File: config.mk
export PLATFORM = sky130hd
export DESIGN_NAME = sw_port_csr
export DESIGN_NICKNAME = d
export VERILOG_FILES = /design/src/rtl/sw_csr_pkg.sv /design/src/rtl/meta_fifo.sv /design/src/rtl/sw_port_csr.sv
export SDC_FILE = /design/constraint.sdc
export NUM_CORES = 1
export LEC_CHECK = 0
export ABC_CLOCK_PERIOD_IN_PS = 9400
export CAP_MARGIN = 0
export CORE_MARGIN = 4
export CORE_UTILIZATION = 50
export DETAILED_ROUTE_END_ITERATION = 6
export GPL_TIMING_DRIVEN = 0
export MAX_ROUTING_LAYER = met4
export PLACE_DENSITY = 0.69
export SLEW_MARGIN = 20
export SYNTH_ARGS = -nofsm -noshare
export SYNTH_HDL_FRONTEND = slang
export SYNTH_SLANG_ARGS = --single-unit
File: constraint.sdc
create_clock -name clk -period 9.4 [get_ports clk]
set_input_delay 2.35 -clock clk [delete_from_list [all_inputs] [get_ports clk]]
set_output_delay 2.35 -clock clk [all_outputs]
set_load 0.05 [all_outputs]
File: src/rtl/sw_csr_pkg.sv
// Shared constants and decode types for the switch software CSR block.
// Address map, CTRL encodings and STATUS field positions live here.
package sw_csr_pkg;

   localparam int ADDR_CTRL       = 0;
   localparam int ADDR_STATUS     = 1;
   localparam int ADDR_PORT_BASE  = 2;
   localparam int CTRL_EXPERIMENT = 2;
   localparam int STATUS_OVF_LSB  = 8;

   typedef enum logic [1:0] {
      SEL_NONE,
      SEL_CTRL,
      SEL_STATUS,
      SEL_PORT
   } reg_sel_e;

endpackage

File: src/rtl/meta_fifo.sv
// Single-clock show-ahead FIFO for one port's egress metadata.
// A push into a full FIFO succeeds only when a pop frees a slot in the same cycle.
module meta_fifo
   import sw_csr_pkg::*;
#(
   parameter int DATA_W = 32,
   parameter int DEPTH  = 8
) (
   input  logic              clk,
   input  logic              reset,
   input  logic              push,
   input  logic              pop,
   input  logic [DATA_W-1:0] din,
   output logic [DATA_W-1:0] dout,
   output logic              empty,
   output logic              full,
   output logic              ready
);

   localparam int PTR_W = $clog2(DEPTH);
   localparam int CNT_W = PTR_W + 1;

   logic [DATA_W-1:0] mem [DEPTH];
   logic [PTR_W-1:0]  rd_ptr;
   logic [PTR_W-1:0]  wr_ptr;
   logic [CNT_W-1:0]  count;
   logic [CNT_W-1:0]  count_next;
   logic              do_pop;
   logic              do_push;

   assign empty   = (count == '0);
   assign full    = (count == CNT_W'(DEPTH));
   assign do_pop  = pop && !empty;
   assign do_push = push && (!full || do_pop);
   assign dout    = mem[rd_ptr];

   always_comb begin
      count_next = count;
      if (do_push && !do_pop) begin
         count_next = count + 1'b1;
      end else if (do_pop && !do_push) begin
         count_next = count - 1'b1;
      end
   end

   always_ff @(posedge clk) begin
      if (reset) begin
         rd_ptr <= '0;
         wr_ptr <= '0;
         count  <= '0;
         ready  <= 1'b0;
      end else begin
         if (do_pop) rd_ptr <= rd_ptr + 1'b1;
         if (do_push) wr_ptr <= wr_ptr + 1'b1;
         count <= count_next;
         ready <= (count_next != CNT_W'(DEPTH));
      end
   end

   // Storage carries no reset; occupancy alone decides what is valid.
   always_ff @(posedge clk) begin
      if (do_push) mem[wr_ptr] <= din;
   end

endmodule

File: src/rtl/sw_port_csr.sv
// Avalon-MM CSR block: CTRL register, per-port command strobes and
// per-port egress metadata FIFOs with sticky overflow flags.
module sw_port_csr
   import sw_csr_pkg::*;
#(
   parameter int NUM_PORTS  = 4,
   parameter int DATA_W     = 32,
   parameter int FIFO_DEPTH = 8,
   parameter int ADDR_W     = 4
) (
   input  logic                              clk,
   input  logic                              reset,
   input  logic                              chipselect,
   input  logic                              write,
   input  logic                              read,
   input  logic [ADDR_W-1:0]                 address,
   input  logic [DATA_W-1:0]                 writedata,
   output logic [DATA_W-1:0]                 readdata,
   input  logic [NUM_PORTS-1:0][DATA_W-1:0]  meta_in,
   input  logic [NUM_PORTS-1:0]              meta_in_valid,
   output logic [NUM_PORTS-1:0]              meta_ready,
   output logic [DATA_W-1:0]                 cmd_out,
   output logic [NUM_PORTS-1:0]              cmd_out_en,
   output logic [DATA_W-1:0]                 ctrl,
   output logic                              experimenting
);

   reg_sel_e             sel;
   logic [NUM_PORTS-1:0] port_hit;
   logic                 wr_en;
   logic                 rd_en;
   logic [NUM_PORTS-1:0] pop;
   logic [NUM_PORTS-1:0] empty;
   logic [NUM_PORTS-1:0] full;
   logic [DATA_W-1:0]    dout [NUM_PORTS];
   logic [NUM_PORTS-1:0] ovf;
   logic [NUM_PORTS-1:0] ovf_set;
   logic [NUM_PORTS-1:0] ovf_clr;
   logic [DATA_W-1:0]    status;
   logic [DATA_W-1:0]    rd_mux;

   assign wr_en = chipselect && write;
   assign rd_en = chipselect && read;
   assign pop   = rd_en ? port_hit : '0;

   always_comb begin
      sel      = SEL_NONE;
      port_hit = '0;
      if (address == ADDR_W'(ADDR_CTRL)) begin
         sel = SEL_CTRL;
      end else if (address == ADDR_W'(ADDR_STATUS)) begin
         sel = SEL_STATUS;
      end else begin
         for (int i = 0; i < NUM_PORTS; i++) begin
            if (address == ADDR_W'(ADDR_PORT_BASE + i)) begin
               sel         = SEL_PORT;
               port_hit[i] = 1'b1;
            end
         end
      end
   end

   genvar g;
   generate
      for (g = 0; g < NUM_PORTS; g++) begin : g_fifo
         meta_fifo #(
            .DATA_W (DATA_W),
            .DEPTH  (FIFO_DEPTH)
         ) u_fifo (
            .clk   (clk),
            .reset (reset),
            .push  (meta_in_valid[g]),
            .pop   (pop[g]),
            .din   (meta_in[g]),
            .dout  (dout[g]),
            .empty (empty[g]),
            .full  (full[g]),
            .ready (meta_ready[g])
         );
      end
   endgenerate

   // A dropped push sets the flag even if software clears it in the same cycle.
   assign ovf_set = meta_in_valid & full & ~pop;
   assign ovf_clr = (wr_en && sel == SEL_STATUS) ? writedata[STATUS_OVF_LSB +: NUM_PORTS] : '0;

   always_comb begin
      status                              = '0;
      status[NUM_PORTS-1:0]               = ~empty;
      status[STATUS_OVF_LSB +: NUM_PORTS] = ovf;
   end

   always_comb begin
      rd_mux = '0;
      case (sel)
         SEL_CTRL:   rd_mux = ctrl;
         SEL_STATUS: rd_mux = status;
         SEL_PORT: begin
            for (int i = 0; i < NUM_PORTS; i++) begin
               if (port_hit[i] && !empty[i]) rd_mux = dout[i];
            end
         end
         default:    rd_mux = '0;
      endcase
   end

   assign experimenting = (ctrl == DATA_W'(CTRL_EXPERIMENT));

   always_ff @(posedge clk) begin
      if (reset) begin
         ctrl       <= '0;
         readdata   <= '0;
         cmd_out    <= '0;
         cmd_out_en <= '0;
         ovf        <= '0;
      end else begin
         ovf        <= (ovf & ~ovf_clr) | ovf_set;
         cmd_out_en <= wr_en ? port_hit : '0;
         if (wr_en && sel == SEL_CTRL) ctrl <= writedata;
         if (wr_en && sel == SEL_PORT) cmd_out <= writedata;
         if (rd_en) readdata <= rd_mux;
      end
   end

endmodule

==> flow_summary_export.csv, run 1 <==
group,metric,value,unit
hold_path,min_from,"cmd_out[17]",
routing,wl_met2,59.27,mm
die,die_w,310.5,microns
setup_path,cp_max_fo,10,
job,cap_viol_max_count,0,
synthesis,synth_fa_ha_area_share,0.5468,%
synthesis,ys_seq_area_share,74.19,%
cells_and_area,fin_area,0.05533,sq mm
cells_and_area,fin_nets,3139,
synthesis,synth_top_area_share,67.19,%
routing,routed_wl,124.0,mm
timing,setup_viol,0,
timing,hold_viol,0,
clocking,cts_buffers,115,
routing,ant_nets,0,
clocking,cts.sinks,1184,
placed_design,gp_congestion,0.9738,
synthesis,synthXorXnorAreaFrac,0.5140,%
synthesis,ys_warn_count,0,
die,core_area,0.09042,sq mm
setup_path,crit_path_start_kind,"input port",
timing,hold_slack,0.4573,ns
placed_design,hpwl,89.92,mm
timing,rsz0062_at_grt,"no",
global_route,grt_max_degree,21,
pwr,p_leak,0.01761,uW
setup_path,crit_top_cell,"buf_2",
synthesis,synth_edf_count,1024,
setup_path,critical_path.slowest_cell,"nor4b_2",
synthesis,synth.net_count,2619,
global_route,antenna_found_initial,27,
cells_and_area,fill_cells,6312,
timing,finalMaxSlewViolations,0,
timing,post-route-period-util,61.84,%
synthesis,synth_mux_area_share,14.30,%
cells_and_area,multi_input_area,0.01127,sq mm
synthesis,synth_compound_gate_area_share,4.563,%
setup_path,cp.required,9.78,ns
placed_design,io_buffers,275,
timing,fin_skew,0.04815,ns
global_route,grt_pass1_vias,25830,
clocking,cts_setup_buffers,0,
synthesis,synth_cells,2426,
routing,firstDrtPassIters,7,
clocking,ctsResizeCount,0,
synthesis,synthSimpleGateAreaFrac,4.262,%
die,num_io_pins,278,
cells_and_area,seq_area,0.03395,sq mm
setup_path,crit_path_end_kind,"flop",
clocking,cts_hold_buffers,0,
routing,first_iter_violations,3411,
routing,wl_per_cell,29.23,microns
global_route,track_usage,26.23,%
clocking,clkTransAtPathRegs,0.06,ns
timing,slew_headroom,12.82,%
clocking,cts_tree,"yes",
cells_and_area,drive_above_1_share,22.52,%
routing,drc,0,
routing,route.top_layer_used,"met4",
pwr,ir_drop,0.0001642,V
synthesis,ys_seq_elements,1184,
setup_path,critPathMaxStageDelay,0.79,ns
pwr,powerDensity,201.5,mW/mm^2
setup_path,worstSetupPathType,"input port to flop",
clocking,clk_latency,0.71,ns
routing,met1_length,48.32,mm
timing,setup_tns,0,ns
cells_and_area,syn_to_final_growth,20.91,%
synthesis,synth_commonest_cells,"edfxtp_1 (1,024), mux4_2 (256), nand2_1 (202)",
die,start_util,50.61,%
outcome,status,"complete, no violations",
routing,avgViaCountPerCell,6.088,
global_route,grt_first_pass_wirelength,180.3,mm
setup_path,r2r-start,"g_fifo[2].u_fifo.count[1]",
placed_design,placed_area,0.05135,sq mm
clocking,ctsHtreeMaxLevel,3,
synthesis,synth_top_family_by_area,"multiplexers",
setup_path,cp.arrival,6.20,ns
clocking,clockRootBuffer,"clkbuf_16",
hold_path,hold_class,"flop to flop",
setup_path,startpoint,"chipselect",
synthesis,ys.flop_type,"edfxtp_1",
routing,wl_met3,12.77,mm
setup_path,worstPathCellList,"clkdlybuf4s50_1 > and2_1 > clkbuf_1 > clkbuf_1 > a21o_1 > nand2_1 > nor4b_2 > buf_2 > buf_2 > buf_2",
die,rows,110,
clocking,clockBufferDepth,3,
die,dieArea,0.09643,sq mm
synthesis,yosys.area.top_type,"edfxtp_1",
routing,num_vias,25830,
timing,tightest_slew,1.300,ns
cells_and_area,fin_util,61.19,%
synthesis,yosysMostFrequentCell,"edfxtp_1",
synthesis,synth.avg_cell_area,18.86,sq um
global_route,grt_overflow,0,
synthesis,syn-cell-area,0.04576,sq mm
synthesis,synthArstFlopShare,0,%
timing,fin_crit,5.813,ns
synthesis,ys_types,81,
die,die_height,310.5,microns
timing,max_freq,172.0,MHz
synthesis,synthTopCellsByArea,"edfxtp_1 (67%), mux4_2 (13%), dfxtp_1 (7.0%), nand2_1 (1.7%), mux2i_1 (1.4%)",
## cell type report
type / count / share of cell area (%)
Buffer: 148 / 1.235
Timing Repair Buffer: 403 / 7.100
Clock inverter: 67 / 1.449
Tap cell: 1176 / 2.659
Clock buffer: 146 / 5.612
Multi-Input combinational cell: 1078 / 20.36
Inverter: 16 / 0.1085
Antenna cell: 25 / 0.1131
Sequential cell: 1184 / 61.36
## registers in the layout, indices dropped and copies added (netlist names), 12 cells and up, named ones only
register,flops
g_fifo.u_fifo.mem,1024
cmd_out,32
ctrl,32
readdata,32
g_fifo.u_fifo.count,16
g_fifo.u_fifo.rd_ptr,12
g_fifo.u_fifo.wr_ptr,12
## routing by layer
metal | GRT usage [%] | vias to the layer above
met5 | - | -
met4 | 8.482 | 0
met3 | 6.498 | 191
met2 | 40.04 | 1274
met1 | 35.15 | 13400
li1 | - | 10970
## cells in the final DEF, fill, tap and decap left out, drive strengths merged, types with 10 or more instances in the layout
| master | n |
|---|---|
| edfxtp | 1024 |
| clkdlybuf4s50 | 275 |
| mux4 | 256 |
| clkbuf | 224 |
| nand2 | 202 |
| buf | 198 |
| dfxtp | 160 |
| a21oi | 89 |
| nor2 | 65 |
| mux2i | 63 |
| clkinv | 45 |
| a22oi | 38 |
| nand3 | 28 |
| diode | 25 |
| o21ai | 25 |
| nor3 | 25 |
| o221ai | 20 |
| ha | 20 |
| o22ai | 19 |
| inv | 18 |
| bufinv | 17 |
| o32ai | 16 |
| a211oi | 16 |
| a221oi | 14 |
| xor2 | 13 |
| mux2 | 13 |
| xnor2 | 13 |
| nor4 | 13 |
| nor3b | 12 |
| nand4 | 10 |
| o2bb2ai | 10 |
## where the power goes
part / internal [uW] / switching, uW / total, uW
Combinational: 219 / 338 / 557
Clock: 2800 / 1930 / 4730
Sequential: 5820 / 40.3 / 5870
## critical path: cells and delay by family
family | cells | cell delay, ns
and+or+nand+nor | 3 | 1.18
buffers and inverters | 6 | 2.30
AOI/OAI and AO/OA | 1 | 0.36
## final timing paths
kind	slack, ns	to	depth (start not counted)
worst max-delay path	3.59	g_fifo[1].u_fifo.mem[2][1]	10
worst min-delay path	0.46	cmd_out[17]	2
worst max register to register	5.73	readdata[20]	8
worst min register to register	0.46	cmd_out[17]	2
## cell families (layout without fill, tap and decap cells)
family / Yosys count / count (layout)
AOI/OAI and AO/OA: 295 / 295
xor gates and xnor gates: 26 / 26
adders and majority gates: 20 / 20
buffers and inverters: 164 / 780
DFF: 1184 / 1184
muxes: 332 / 332
other: 0 / 25
and+or+nand+nor: 405 / 405
## stage by stage
step | total power [uW] | instances | worst slack [ns]
CTS | 11210 | 4218 | 3.694
detailed placement | 6525 | 4005 | 2.991
global placement | 6478 | 3877 | -2.603
finish | 11150 | 4243 | 3.587
global route | 11480 | 4242 | 3.472
floorplan | 6218 | 2426 | 2.148
No activity file was read; power rests on OpenSTA's default activity.
==> inputs of run 2 (changes only) <==
Settings changed: ABC_CLOCK_PERIOD_IN_PS 9400 to 5250, PLACE_DENSITY 0.69 to 0.72.
Clock period 9.4 ns to 5.25 ns, I/O delays scaled along.
==> run 2 against run 1 <==
Effect of this change: register-to-register slack worse by 4.2 ns; hold slack worse by 0.0025 ns; sequential share of layout area is 0.13 points higher; flip-flop and latch count stayed put; global-route usage hardly changed; utilization is 0.13 points lower; critical endpoint is now g_fifo[1].u_fifo.mem[5][11]; highest routed layer unchanged.
==> flow_summary_export.csv, run 2 (synthesis gave the netlist of run 1 again) <==
group,metric,value,unit
die,core_area,0.09042,sq mm
setup_path,cp.arrival,4.98,ns
setup_path,cp.required,5.64,ns
die,rows,110,
die,dieArea,0.09643,sq mm
hold_path,min_from,"cmd_out[16]",
setup_path,worstSetupPathType,"input port to flop",
cells_and_area,top_register,"g_fifo.u_fifo.mem",
clocking,ctsHtreeMaxLevel,3,
cells_and_area,drive_above_1_share,21.73,%
timing,hold_slack,0.4548,ns
global_route,antenna_found_initial,22,
cells_and_area,layout_common_cells,"edfxtp_1 (1,024), clkdlybuf4s50_1 (275), mux4_2 (256), nand2_1 (202), dfxtp_1 (160)",
clocking,cts_hold_buffers,0,
global_route,grt_pass1_vias,26100,
setup_path,crit_path_end_kind,"flop",
die,die_w,310.5,microns
clocking,cts_setup_buffers,0,
routing,routed_wl,123.4,mm
clocking,clockRootBuffer,"clkbuf_16",
routing,wl_per_cell,29.23,microns
job,cap_viol_max_count,0,
cells_and_area,layout_commonest_cell,"edfxtp_1",
die,start_util,50.61,%
cells_and_area,stdcell_count,4222,
die,num_io_pins,278,
global_route,grt_max_degree,21,
placed_design,dpl.cell_count,3992,
timing,hold_viol,0,
timing,slew_headroom,11.54,%
timing,finalMaxSlewViolations,0,
cells_and_area,largest_reg_flops,1024,
clocking,clk_latency,0.71,ns
global_route,track_usage,26.19,%
outcome,status,"complete, no violations",
timing,setup_viol,0,
setup_path,r2r-start,"g_fifo[2].u_fifo.count[1]",
global_route,grt_first_pass_wirelength,180.3,mm
timing,max_freq,217.4,MHz
setup_path,startpoint,"chipselect",
timing,tightest_slew,1.319,ns
routing,first_iter_violations,3414,
timing,finalWorstSetupSlack,0.6508,ns
placed_design,hpwl,90.00,mm
timing,fin_crit,4.599,ns
routing,ant_nets,0,
clocking,cts_buffers,116,
placed_design,pre_cts_slack,0.03721,ns
clocking,clockBufferDepth,3,
routing,firstDrtPassIters,5,
setup_path,cp_max_fo,10,
cells_and_area,fin_nets,3127,
cells_and_area,syn_to_final_growth,20.66,%
clocking,cts.sinks,1184,
routing,avgViaCountPerCell,6.146,
hold_path,hold_class,"flop to flop",
clocking,cts_tree,"yes",
setup_path,crit_path_start_kind,"input port",
clocking,clkTransAtPathRegs,0.06,ns
die,die_height,310.5,microns
pwr,powerDensity,352.6,mW/mm^2
routing,num_vias,25950,
global_route,grt_overflow,0,
timing,rsz0062_at_grt,"no",
pwr,ir_drop,0.0002453,V
placed_design,gp_congestion,0.9773,
pwr,p_leak,0.01748,uW
clocking,ctsResizeCount,0,
routing,drc,0,
timing,fin_skew,0.04746,ns
timing,post-route-period-util,87.60,%
placed_design,io_buffers,275,
run 2: cell types whose count changed in the layout (fill, tap and decap cells not counted), sizes merged:
| cell | previous run | this run |
|---|---|---|
| clkinv | 45 | 60 |
| buf | 198 | 185 |
| bufinv | 17 | 9 |
| clkbuf | 224 | 217 |
| diode | 25 | 18 |
| clkinvlp | 3 | 2 |
run 2: worst paths after layout:
check	slack, ns	cells past startpoint	to
max	0.65	10	g_fifo[1].u_fifo.mem[5][11]
min	0.45	2	cmd_out[16]
max reg2reg	1.57	8	readdata[21]
min reg2reg	0.45	2	cmd_out[16]
run 2: critical path, stage by stage:
cell and delay, ns:
clkdlybuf4s50_1 0.54, and2_1 0.14, clkbuf_1 0.39, clkbuf_1 0.55
a21o_1 0.36, nand3_1 0.29, nor3b_2 0.70, buf_4 0.31
buf_6 0.16, buf_4 0.21
run 2: report_power, final:
group,internal [uW],switching [uW]
Clock,4560,3410
Combinational,397,602
Sequential,10400,74.8
Total,15400,4090
run 2: area by class of cell:
class / instances / area [sq um]
fill: 6358 / 35210
sequential: 1184 / 33950
multi-input combinational: 1078 / 11320
timing repair buffer: 390 / 4038
clock buffer: 139 / 3053
tap: 1176 / 1471
buffer: 148 / 683.2
clock inverter: 73 / 595.6
inverter: 16 / 60.06
antenna: 18 / 45.04
run 2: per-layer routing:
layer  vias up  global-route usage (%)  share of wire, %
met3       193                   7.205                11
met2      1405                   40.02                48
met4         0                   8.969               3.4
li1      10950                       -                 -
met1     13400                   34.31                38
met5         -                       -                 0
run 2: stage by stage:
stage                     cell area (sq um)   TNS, ns  util [%]  total power, uW
after CTS                             55150         0     60.99            19550
after global routing                  55220         0     61.06            20070
final                                 55220         0     61.07            19470
after floorplan                       45800         0         -            11130
after detailed placement              51500         0     56.96            11690
after global placement                50020  -2418.86     55.32            11590
